$ cat src/rtl/universal_shift_register.sv
// Universal shift register: parallel load, shift, rotate and a counted burst-shift engine.
// Optional parity output is enabled with `define USR_PARITY_EN.
//
// state  | meaning
// IDLE   | free-run: mode applied every edge; start accepted here only
// RUN    | burst: latched op applied every edge, count decremented
// DONE   | q holds for one cycle, done pulse high
module universal_shift_register #(
   parameter int WIDTH = 8,
   parameter int AMT_W = $clog2(WIDTH) + 1
) (
   input  logic             clk,
   input  logic             rst_n,
   input  logic [2:0]       mode,
   input  logic [WIDTH-1:0] d,
   input  logic             sin_l,
   input  logic             sin_r,
   input  logic             start,
   input  logic [AMT_W-1:0] amt,
   output logic [WIDTH-1:0] q,
   output logic             sout_l,
   output logic             sout_r,
   output logic             busy,
   output logic             done
`ifdef USR_PARITY_EN
   ,
   output logic             parity
`endif
);

   typedef enum logic [1:0] {
      S_IDLE = 2'd0,
      S_RUN  = 2'd1,
      S_DONE = 2'd2
   } state_t;

   localparam logic [2:0] OP_HOLD = 3'b000;
   localparam logic [2:0] OP_LOAD = 3'b001;
   localparam logic [2:0] OP_SHL  = 3'b010;
   localparam logic [2:0] OP_SHR  = 3'b011;
   localparam logic [2:0] OP_ROTL = 3'b100;
   localparam logic [2:0] OP_ROTR = 3'b101;
   localparam logic [2:0] OP_ASHR = 3'b110;
   localparam logic [2:0] OP_CLR  = 3'b111;

   localparam logic [AMT_W-1:0] CNT_ZERO = '0;
   localparam logic [AMT_W-1:0] CNT_ONE  = {{(AMT_W-1){1'b0}}, 1'b1};

   state_t           r_state;
   state_t           w_state_nxt;
   logic [WIDTH-1:0] r_q;
   logic [WIDTH-1:0] w_q_nxt;
   logic [AMT_W-1:0] r_cnt;
   logic [AMT_W-1:0] w_cnt_nxt;
   logic [2:0]       r_op;
   logic [2:0]       w_op_nxt;
   logic             w_mode_is_shift;

   function automatic logic [WIDTH-1:0] f_apply(input logic [2:0] op,
                                                input logic [WIDTH-1:0] v,
                                                input logic [WIDTH-1:0] ld,
                                                input logic sl,
                                                input logic sr);
      logic [WIDTH-1:0] res;
      res = v;
      case (op)
         OP_HOLD: res = v;
         OP_LOAD: res = ld;
         OP_SHL:  res = {v[WIDTH-2:0], sr};
         OP_SHR:  res = {sl, v[WIDTH-1:1]};
         OP_ROTL: res = {v[WIDTH-2:0], v[WIDTH-1]};
         OP_ROTR: res = {v[0], v[WIDTH-1:1]};
         OP_ASHR: res = {v[WIDTH-1], v[WIDTH-1:1]};
         OP_CLR:  res = '0;
         default: res = v;
      endcase
      return res;
   endfunction

   assign w_mode_is_shift = (mode >= OP_SHL) && (mode <= OP_ASHR);

   always_ff @(posedge clk or negedge rst_n) begin
      if (!rst_n) begin
         r_state <= S_IDLE;
         r_q     <= '0;
         r_cnt   <= '0;
         r_op    <= OP_HOLD;
      end else begin
         r_state <= w_state_nxt;
         r_q     <= w_q_nxt;
         r_cnt   <= w_cnt_nxt;
         r_op    <= w_op_nxt;
      end
   end

   always_comb begin
      w_state_nxt = r_state;
      w_q_nxt     = r_q;
      w_cnt_nxt   = r_cnt;
      w_op_nxt    = r_op;
      case (r_state)
         S_IDLE: begin
            if (!start) begin
               w_q_nxt = f_apply(mode, r_q, d, sin_l, sin_r);
            end else if (w_mode_is_shift && (amt != CNT_ZERO)) begin
               w_op_nxt    = mode;
               w_cnt_nxt   = amt;
               w_state_nxt = S_RUN;
            end else begin
               // A zero-length shift leaves q untouched; non-shift modes apply once.
               if (!w_mode_is_shift)
                  w_q_nxt = f_apply(mode, r_q, d, sin_l, sin_r);
               w_state_nxt = S_DONE;
            end
         end
         S_RUN: begin
            w_q_nxt   = f_apply(r_op, r_q, d, sin_l, sin_r);
            w_cnt_nxt = r_cnt - CNT_ONE;
            if (r_cnt == CNT_ONE)
               w_state_nxt = S_DONE;
         end
         S_DONE: begin
            w_state_nxt = S_IDLE;
         end
         default: begin
            w_state_nxt = S_IDLE;
         end
      endcase
   end

   assign q      = r_q;
   assign sout_l = r_q[WIDTH-1];
   assign sout_r = r_q[0];
   assign busy   = (r_state == S_RUN);
   assign done   = (r_state == S_DONE);

`ifdef USR_PARITY_EN
   assign parity = ^r_q;
`endif

endmodule
$ cat config.mk
export PLATFORM = sky130hd
export DESIGN_NAME = universal_shift_register
export DESIGN_NICKNAME = d
export VERILOG_FILES = /design/src/rtl/universal_shift_register.sv
export SDC_FILE = /design/constraint.sdc
export NUM_CORES = 1
export LEC_CHECK = 0
export CORE_AREA = 2 2 56 58
export CTS_CLUSTER_SIZE = 25
export DETAILED_ROUTE_END_ITERATION = 7
export DIE_AREA = 0 0 58 60
export GPL_TIMING_DRIVEN = 0
export HOLD_SLACK_MARGIN = 0.05
export PLACE_DENSITY = 0.82
export SLEW_MARGIN = 15
export SYNTH_ARGS = -nofsm -noshare
export SYNTH_HDL_FRONTEND = slang
export SYNTH_SLANG_ARGS = --single-unit
$ cat constraint.sdc
create_clock -name clk -period 4.25 [get_ports clk]
set_input_delay 0.85 -clock clk [delete_from_list [all_inputs] [get_ports clk]]
set_output_delay 0.85 -clock clk [all_outputs]
set_load 0.02 [all_outputs]
==> results of run 1 <==
-- layer usage --
layer	vias up	track usage	wire length, um	part of all wire
li1	700	-	-	-
met1	700	0.292	1640	0.42
met2	45	0.456	2030	0.52
met3	9	0.0260	175	0.045
met4	0	0.0897	64	0.016
met5	-	0	0	0
-- placed cells by master, fill, tap and decap left out, types with 2 or more instances in the layout --
cell type,n
o211ai_1,4
nand2_1,9
dfrtp_1,17
a21oi_1,4
ha_1,2
mux2_2,3
o31ai_1,6
a2111oi_0,2
clkdlybuf4s50_1,31
nor2_1,14
o2bb2ai_1,7
nor3_1,4
nand3_1,4
buf_4,5
buf_2,5
o22ai_1,7
inv_1,7
nor4_4,2
clkbuf_4,3
a211oi_1,8
buf_6,3
mux2i_1,14
and2_1,4
a22oi_1,2
xnor2_1,3
o21ai_1,3
o21ai_0,3
nor3b_1,5
-- cell type report --
type,instances,area share
Clock buffer,3,0.0120
Buffer,14,0.0532
Timing Repair Buffer,31,0.165
Inverter,8,0.0173
Multi-Input combinational cell,128,0.502
Sequential cell,17,0.226
Clock inverter,1,0.00266
Tap cell,33,0.0220
-- power groups by stage --
stage | Sequential (W) | Combinational (W) | Clock [W]
after floorplan | 0.000392 | 0.000596 | 0
after global placement | 0.000373 | 0.000859 | 0
after detailed placement | 0.000378 | 0.000890 | 0
after CTS | 0.000374 | 0.000896 | 0.0000952
after global routing | 0.000392 | 0.000985 | 0.0000991
final | 0.000380 | 0.000897 | 0.0000932
-- cells in the mapped netlist, types with 3 or more instances --
cell,n
inv_1,7
o21ai_0,3
o211ai_1,4
nand3_1,4
nor2_1,14
a21oi_1,4
buf_2,5
o21ai_1,3
nand2_1,9
nor3b_1,5
buf_4,5
o22ai_1,7
o2bb2ai_1,7
mux2i_1,14
dfrtp_1,17
xnor2_1,3
mux2_2,3
o31ai_1,6
a211oi_1,8
buf_6,3
nor3_1,4
and2_1,4
-- cells by family after synthesis --
family / after synthesis / share of synthesized area
AOI/OAI and AO/OA: 53 / 0.263
xor gates and xnor gates: 4 / 0.0233
adders and majority gates: 2 / 0.0167
buffers and inverters: 22 / 0.0883
DFF: 17 / 0.283
muxes: 17 / 0.116
and+or+nand+nor: 52 / 0.209
-- critical path, stage by stage, from the launching register on --
cell and delay [ns]:
dfrtp_1 0.48, nand2b_4 0.21, inv_4 0.10, clkdlybuf4s50_1 0.61
-- final timing paths --
| check | endpoint | from | cells after the start |
|---|---|---|---|
| worst min-delay path | r_cnt[0] | r_cnt[0] | 1 |
| worst max-delay path | busy | r_state[1] | 3 |
| worst min register to register | r_cnt[0] | r_cnt[0] | 1 |
| max in group asynchronous | r_op[2] | rst_n | 1 |
| min in group asynchronous | q[3] | rst_n | 1 |
| worst max register to register | q[7] | r_op[1] | 7 |
-- state kept, by name, summed over array words and instances (netlist names) --
signal   cells
q            8
r_cnt        4
r_op         3
r_state      2
-- metrics by stage --
stage,utilization,setup slack (ns),hold slack [ns]
global placement,0.638,1.59,0.546
detailed placement,0.638,1.53,0.551
floorplan,-,2.25,0.513
finish,0.648,1.69,0.576
global route,0.648,1.59,0.602
CTS,0.648,1.68,0.577
==> flow_metrics.py, run 1 <==
metrics = {
    "run_status": {
        "outcome": "complete, no violations",
    },
    "worst_setup_path": {
        "crit_required_ns": 3.40,
        "end_kind": "primary output",
        "startpoint_type": "flop",
        "rrSetupSlack_ns": 2.59,
        "critPathMaxFanout": 8,
        "cp.arrival_ns": 1.71,
        "crit_type": "reg -> out",
    },
    "yosys": {
        "async_flop_share": 1.00,
        "synth_flop_cell": "dfrtp_1",
        "synth_nets": 189,
        "yosys_warnings": 0,
        "ys_ff_latch": 17,
        "synthCells": 167,
        "synth.area.top_cells": "dfrtp_1, mux2i_1, o2bb2ai_1",
        "synth_top_area_share": 0.283,
        "yosys.area.top_type": "dfrtp_1",
        "yosysUniqueCellTypes": 46,
        "synth_seq_area_share": 0.283,
        "avgSynthCellArea_um2": 8.99,
        "synth-edff-count": 0,
        "synth_area_mm2": 0.00150,
    },
    "floorplanning": {
        "die_h_um": 60,
        "fp.coreArea_mm2": 0.00290,
        "io-pin-count": 32,
        "num_rows": 20,
        "initial_utilization": 0.517,
        "dieArea_mm2": 0.00348,
        "die_x_um": 58,
    },
    "route": {
        "viasPerCell": 6.19,
        "drc": 0,
        "routed_wl_mm": 3.91,
        "vias": 1454,
        "drtIter0Drc": 65,
        "first_pass_iters": 4,
        "wl_per_cell_um": 16.6,
        "drtAntennaViolNets": 0,
    },
    "placed_design": {
        "numPortBuffers": 31,
        "gp_congestion": 0.865,
        "dp_hpwl_mm": 2.90,
        "placed_cells": 231,
        "post_dp_cell_area_mm2": 0.00185,
    },
    "power_and_ir_drop": {
        "p_clk_frac": 0.068,
        "power.share.combinational": 0.654,
        "power_switching_w": 0.000670,
        "ir_worst_vdd_v": 0.000505,
        "total_power_w": 0.00137,
        "powerDensity_mw_per_mm2": 729,
        "p_leak_nw": 0.753,
        "seq_power_share": 0.278,
        "switching_share": 0.489,
        "p_int_w": 0.000700,
    },
    "sta": {
        "fin_crit_sh": 0.602,
        "setup_viol": 0,
        "fin_crit_ns": 2.56,
        "rsz0062_at_grt": "false",
        "fin_setup_tns_ns": 0,
        "max_freq_mhz": 391,
        "fin_worst_skew_ns": 0.00440,
        "max-slew-margin-rel": 0.471,
        "drv_slew": 0,
        "hold_viol": 0,
        "worstMarginPinSlew_ns": 0.790,
    },
    "global_route": {
        "antenna_found_initial": 0,
        "grt_usage": 0.246,
        "overflow": 0,
        "grt_pass1_wl_mm": 6.59,
        "first_global_vias": 1419,
        "grt_max_degree": 18,
    },
    "clocking": {
        "numCtsBuffers": 3,
        "hold_buffers": 0,
        "clk_latency_ns": 0.30,
        "ctsResizeCount": 0,
        "cts-root-buf": "clkbuf_4",
        "clkSlewWorstSetupHoldPaths_ns": 0.11,
        "cts_max_path_buffers": 2,
        "clock-sinks": 17,
        "h-tree-depth": 1,
        "cts_tree": "built",
        "cts_setup_buffers": 0,
    },
    "layout": {
        "nets": 225,
        "n_fill_cell": 251,
        "multiInputGateArea_um2": 943,
        "diodes": 0,
        "final_cell_area_mm2": 0.00188,
        "seqCellArea_um2": 425,
        "stdcell_count": 235,
        "drive_above_1_share": 0.153,
        "area_delta_synth_final_pct": 25.2,
    },
    "run": {
        "cap_violations": 0,
    },
    "worst_hold_path": {
        "hold_path_class": "reg -> reg",
    },
}
(Power assumes the default switching activity.)
==> run 2: changes to the inputs <==
--- a/config.mk
+++ b/config.mk
@@ -5,13 +5,13 @@
 export SDC_FILE = /design/constraint.sdc
 export NUM_CORES = 1
 export LEC_CHECK = 0
-export CORE_AREA = 2 2 56 58
+export CORE_AREA = 2 2 58 60
 export CTS_CLUSTER_SIZE = 25
 export DETAILED_ROUTE_END_ITERATION = 7
-export DIE_AREA = 0 0 58 60
+export DIE_AREA = 0 0 60 62
 export GPL_TIMING_DRIVEN = 0
 export HOLD_SLACK_MARGIN = 0.05
-export PLACE_DENSITY = 0.82
+export PLACE_DENSITY = 0.77
 export SLEW_MARGIN = 15
 export SYNTH_ARGS = -nofsm -noshare
 export SYNTH_HDL_FRONTEND = slang
==> constraint.sdc (replaced) <==
create_clock -name clk -period 2.57 [get_ports clk]
set_input_delay 0.514 -clock clk [delete_from_list [all_inputs] [get_ports clk]]
set_output_delay 0.514 -clock clk [all_outputs]
set_load 0.02 [all_outputs]
==> run 2 against run 1 <==
  * Non-clock buffer count stayed put
  * First-iteration DRC count rose by 25%
  * Die area grew 6.9%
  * Largest power group unchanged
  * Clock power increased by 70%
==> flow_metrics.py, run 2 (synthesis gave the netlist of run 1 again) <==
metrics = {
    "floorplanning": {
        "initial_utilization": 0.472,
        "fp.coreArea_mm2": 0.00318,
        "dieArea_mm2": 0.00372,
        "num_rows": 21,
        "die_h_um": 62,
        "io-pin-count": 32,
        "die_x_um": 60,
    },
    "worst_setup_path": {
        "end_kind": "primary output",
        "startpoint_type": "flop",
        "crit_required_ns": 2.06,
        "critPathMaxFanout": 10,
        "cp.arrival_ns": 1.75,
        "crit_type": "reg -> out",
        "timing.critical_path.slowest_cell_delay_ns": 0.62,
        "slowest_stage": "clkdlybuf4s50_1",
        "crit_chain": "buf_2, nor2b_1, clkdlybuf4s50_1",
    },
    "sta": {
        "drv_slew": 0,
        "rsz0062_at_grt": "false",
        "fin_worst_skew_ns": 0.000877,
        "hold_viol": 0,
        "max_freq_mhz": 442,
        "worstMarginPinSlew_ns": 0.829,
        "fin_crit_sh": 0.879,
        "max-slew-margin-rel": 0.445,
        "whs_ns": 0.584,
        "fin_crit_ns": 2.26,
        "fin_setup_tns_ns": 0,
        "setup_viol": 0,
    },
    "clocking": {
        "cts_tree": "built",
        "clock-sinks": 17,
        "clkSlewWorstSetupHoldPaths_ns": 0.11,
        "hold_buffers": 0,
        "cts_setup_buffers": 0,
        "clk_latency_ns": 0.31,
        "numCtsBuffers": 3,
        "cts-root-buf": "clkbuf_4",
        "ctsResizeCount": 0,
        "h-tree-depth": 1,
        "cts_max_path_buffers": 2,
    },
    "power_and_ir_drop": {
        "total_power_w": 0.00226,
        "p_leak_nw": 0.750,
        "powerDensity_mw_per_mm2": 1190,
        "ir_worst_vdd_v": 0.000469,
    },
    "global_route": {
        "grt_util_met2": 0.424,
        "busiest_layer": "met2",
        "use_met1": 0.282,
        "met3_usage": 0.0269,
        "grt_usage": 0.236,
        "overflow": 0,
        "first_global_vias": 1411,
        "antenna_found_initial": 0,
        "grt_pass1_wl_mm": 6.57,
        "grt_max_degree": 18,
    },
    "placed_design": {
        "placed_cells": 244,
        "gp_congestion": 0.879,
        "dp_hpwl_mm": 2.80,
        "numPortBuffers": 31,
    },
    "layout": {
        "nets": 225,
        "area_delta_synth_final_pct": 26.3,
        "layout_commonest_cell": "clkdlybuf4s50_1",
        "diodes": 0,
        "final_util": 0.596,
        "largest_reg_flops": 8,
        "mostFrequentLayoutCells": "clkdlybuf4s50_1, dfrtp_1, nor2_1, mux2i_1, nand2_1",
        "stdcell_count": 248,
        "drive_above_1_share": 0.149,
    },
    "route": {
        "routed_wl_mm": 3.85,
        "drtAntennaViolNets": 0,
        "vias": 1447,
        "drtIter0Drc": 81,
        "wl_per_cell_um": 15.5,
        "first_pass_iters": 4,
        "viasPerCell": 5.83,
        "drc": 0,
    },
    "run": {
        "cap_violations": 0,
    },
    "worst_hold_path": {
        "hold_path_class": "reg -> reg",
    },
    "run_status": {
        "outcome": "complete, no violations",
    },
}
run 2: changes by cell type in the layout (fill, tap and decap cells not counted), sizes merged:
cell	before	now
clkinv	1	0
clkbuf	4	5
run 2: layout make-up:
type	instances	area, um2
fill	291	1280
multi-input combinational	128	943
sequential	17	425
timing repair buffer	31	310
buffer	14	100
tap	46	57.6
inverter	8	32.5
clock buffer	4	26.3
run 2: worst paths after layout:
path	cells after the start	to	start	slack [ns]
max	3	done	r_state[0]	0.31
min	2	r_cnt[1]	r_cnt[1]	0.58
max reg2reg	7	q[7]	r_op[1]	0.89
min reg2reg	2	r_cnt[1]	r_cnt[1]	0.58
max in group asynchronous	1	q[7]	rst_n	1.39
min in group asynchronous	1	q[1]	rst_n	0.67
run 2: stage by stage:
step | setup slack [ns] | area [um2]
2_1_floorplan | 0.905 | 1500
3_3_place_gp | 0.260 | 1870
3_5_place_dp | 0.227 | 1870
4_1_cts | 0.313 | 1900
5_1_grt | 0.254 | 1900
6_report | 0.310 | 1900
run 2: layer usage:
| layer | share of wire | up-vias |
|---|---|---|
| met1 | 0.44 | 703 |
| met3 | 0.039 | 7 |
| met2 | 0.50 | 41 |
| li1 | - | 696 |
| met5 | 0 | - |
| met4 | 0.020 | 0 |
run 2: critical path, delay by kind of cell (launching register included):
family	cells	cell delay, ns
buffers and inverters	2	0.85
AND/OR/NAND/NOR	1	0.14
flip-flops	1	0.45
run 2: power breakdown:
group / switching (W) / internal (W)
logic: 0.000789 / 0.000692
registers: 0.000218 / 0.000408
clock network: 0.0000972 / 0.0000608
==> run 3: changes to the inputs <==
--- a/config.mk
+++ b/config.mk
@@ -12,7 +12,7 @@
 export GPL_TIMING_DRIVEN = 0
 export HOLD_SLACK_MARGIN = 0.05
 export PLACE_DENSITY = 0.77
-export SLEW_MARGIN = 15
+export SLEW_MARGIN = 20
 export SYNTH_ARGS = -nofsm -noshare
 export SYNTH_HDL_FRONTEND = slang
 export SYNTH_SLANG_ARGS = --single-unit
==> results of run 3 <==
No change in the layout: final DEF, timing and power equal those of run 2.
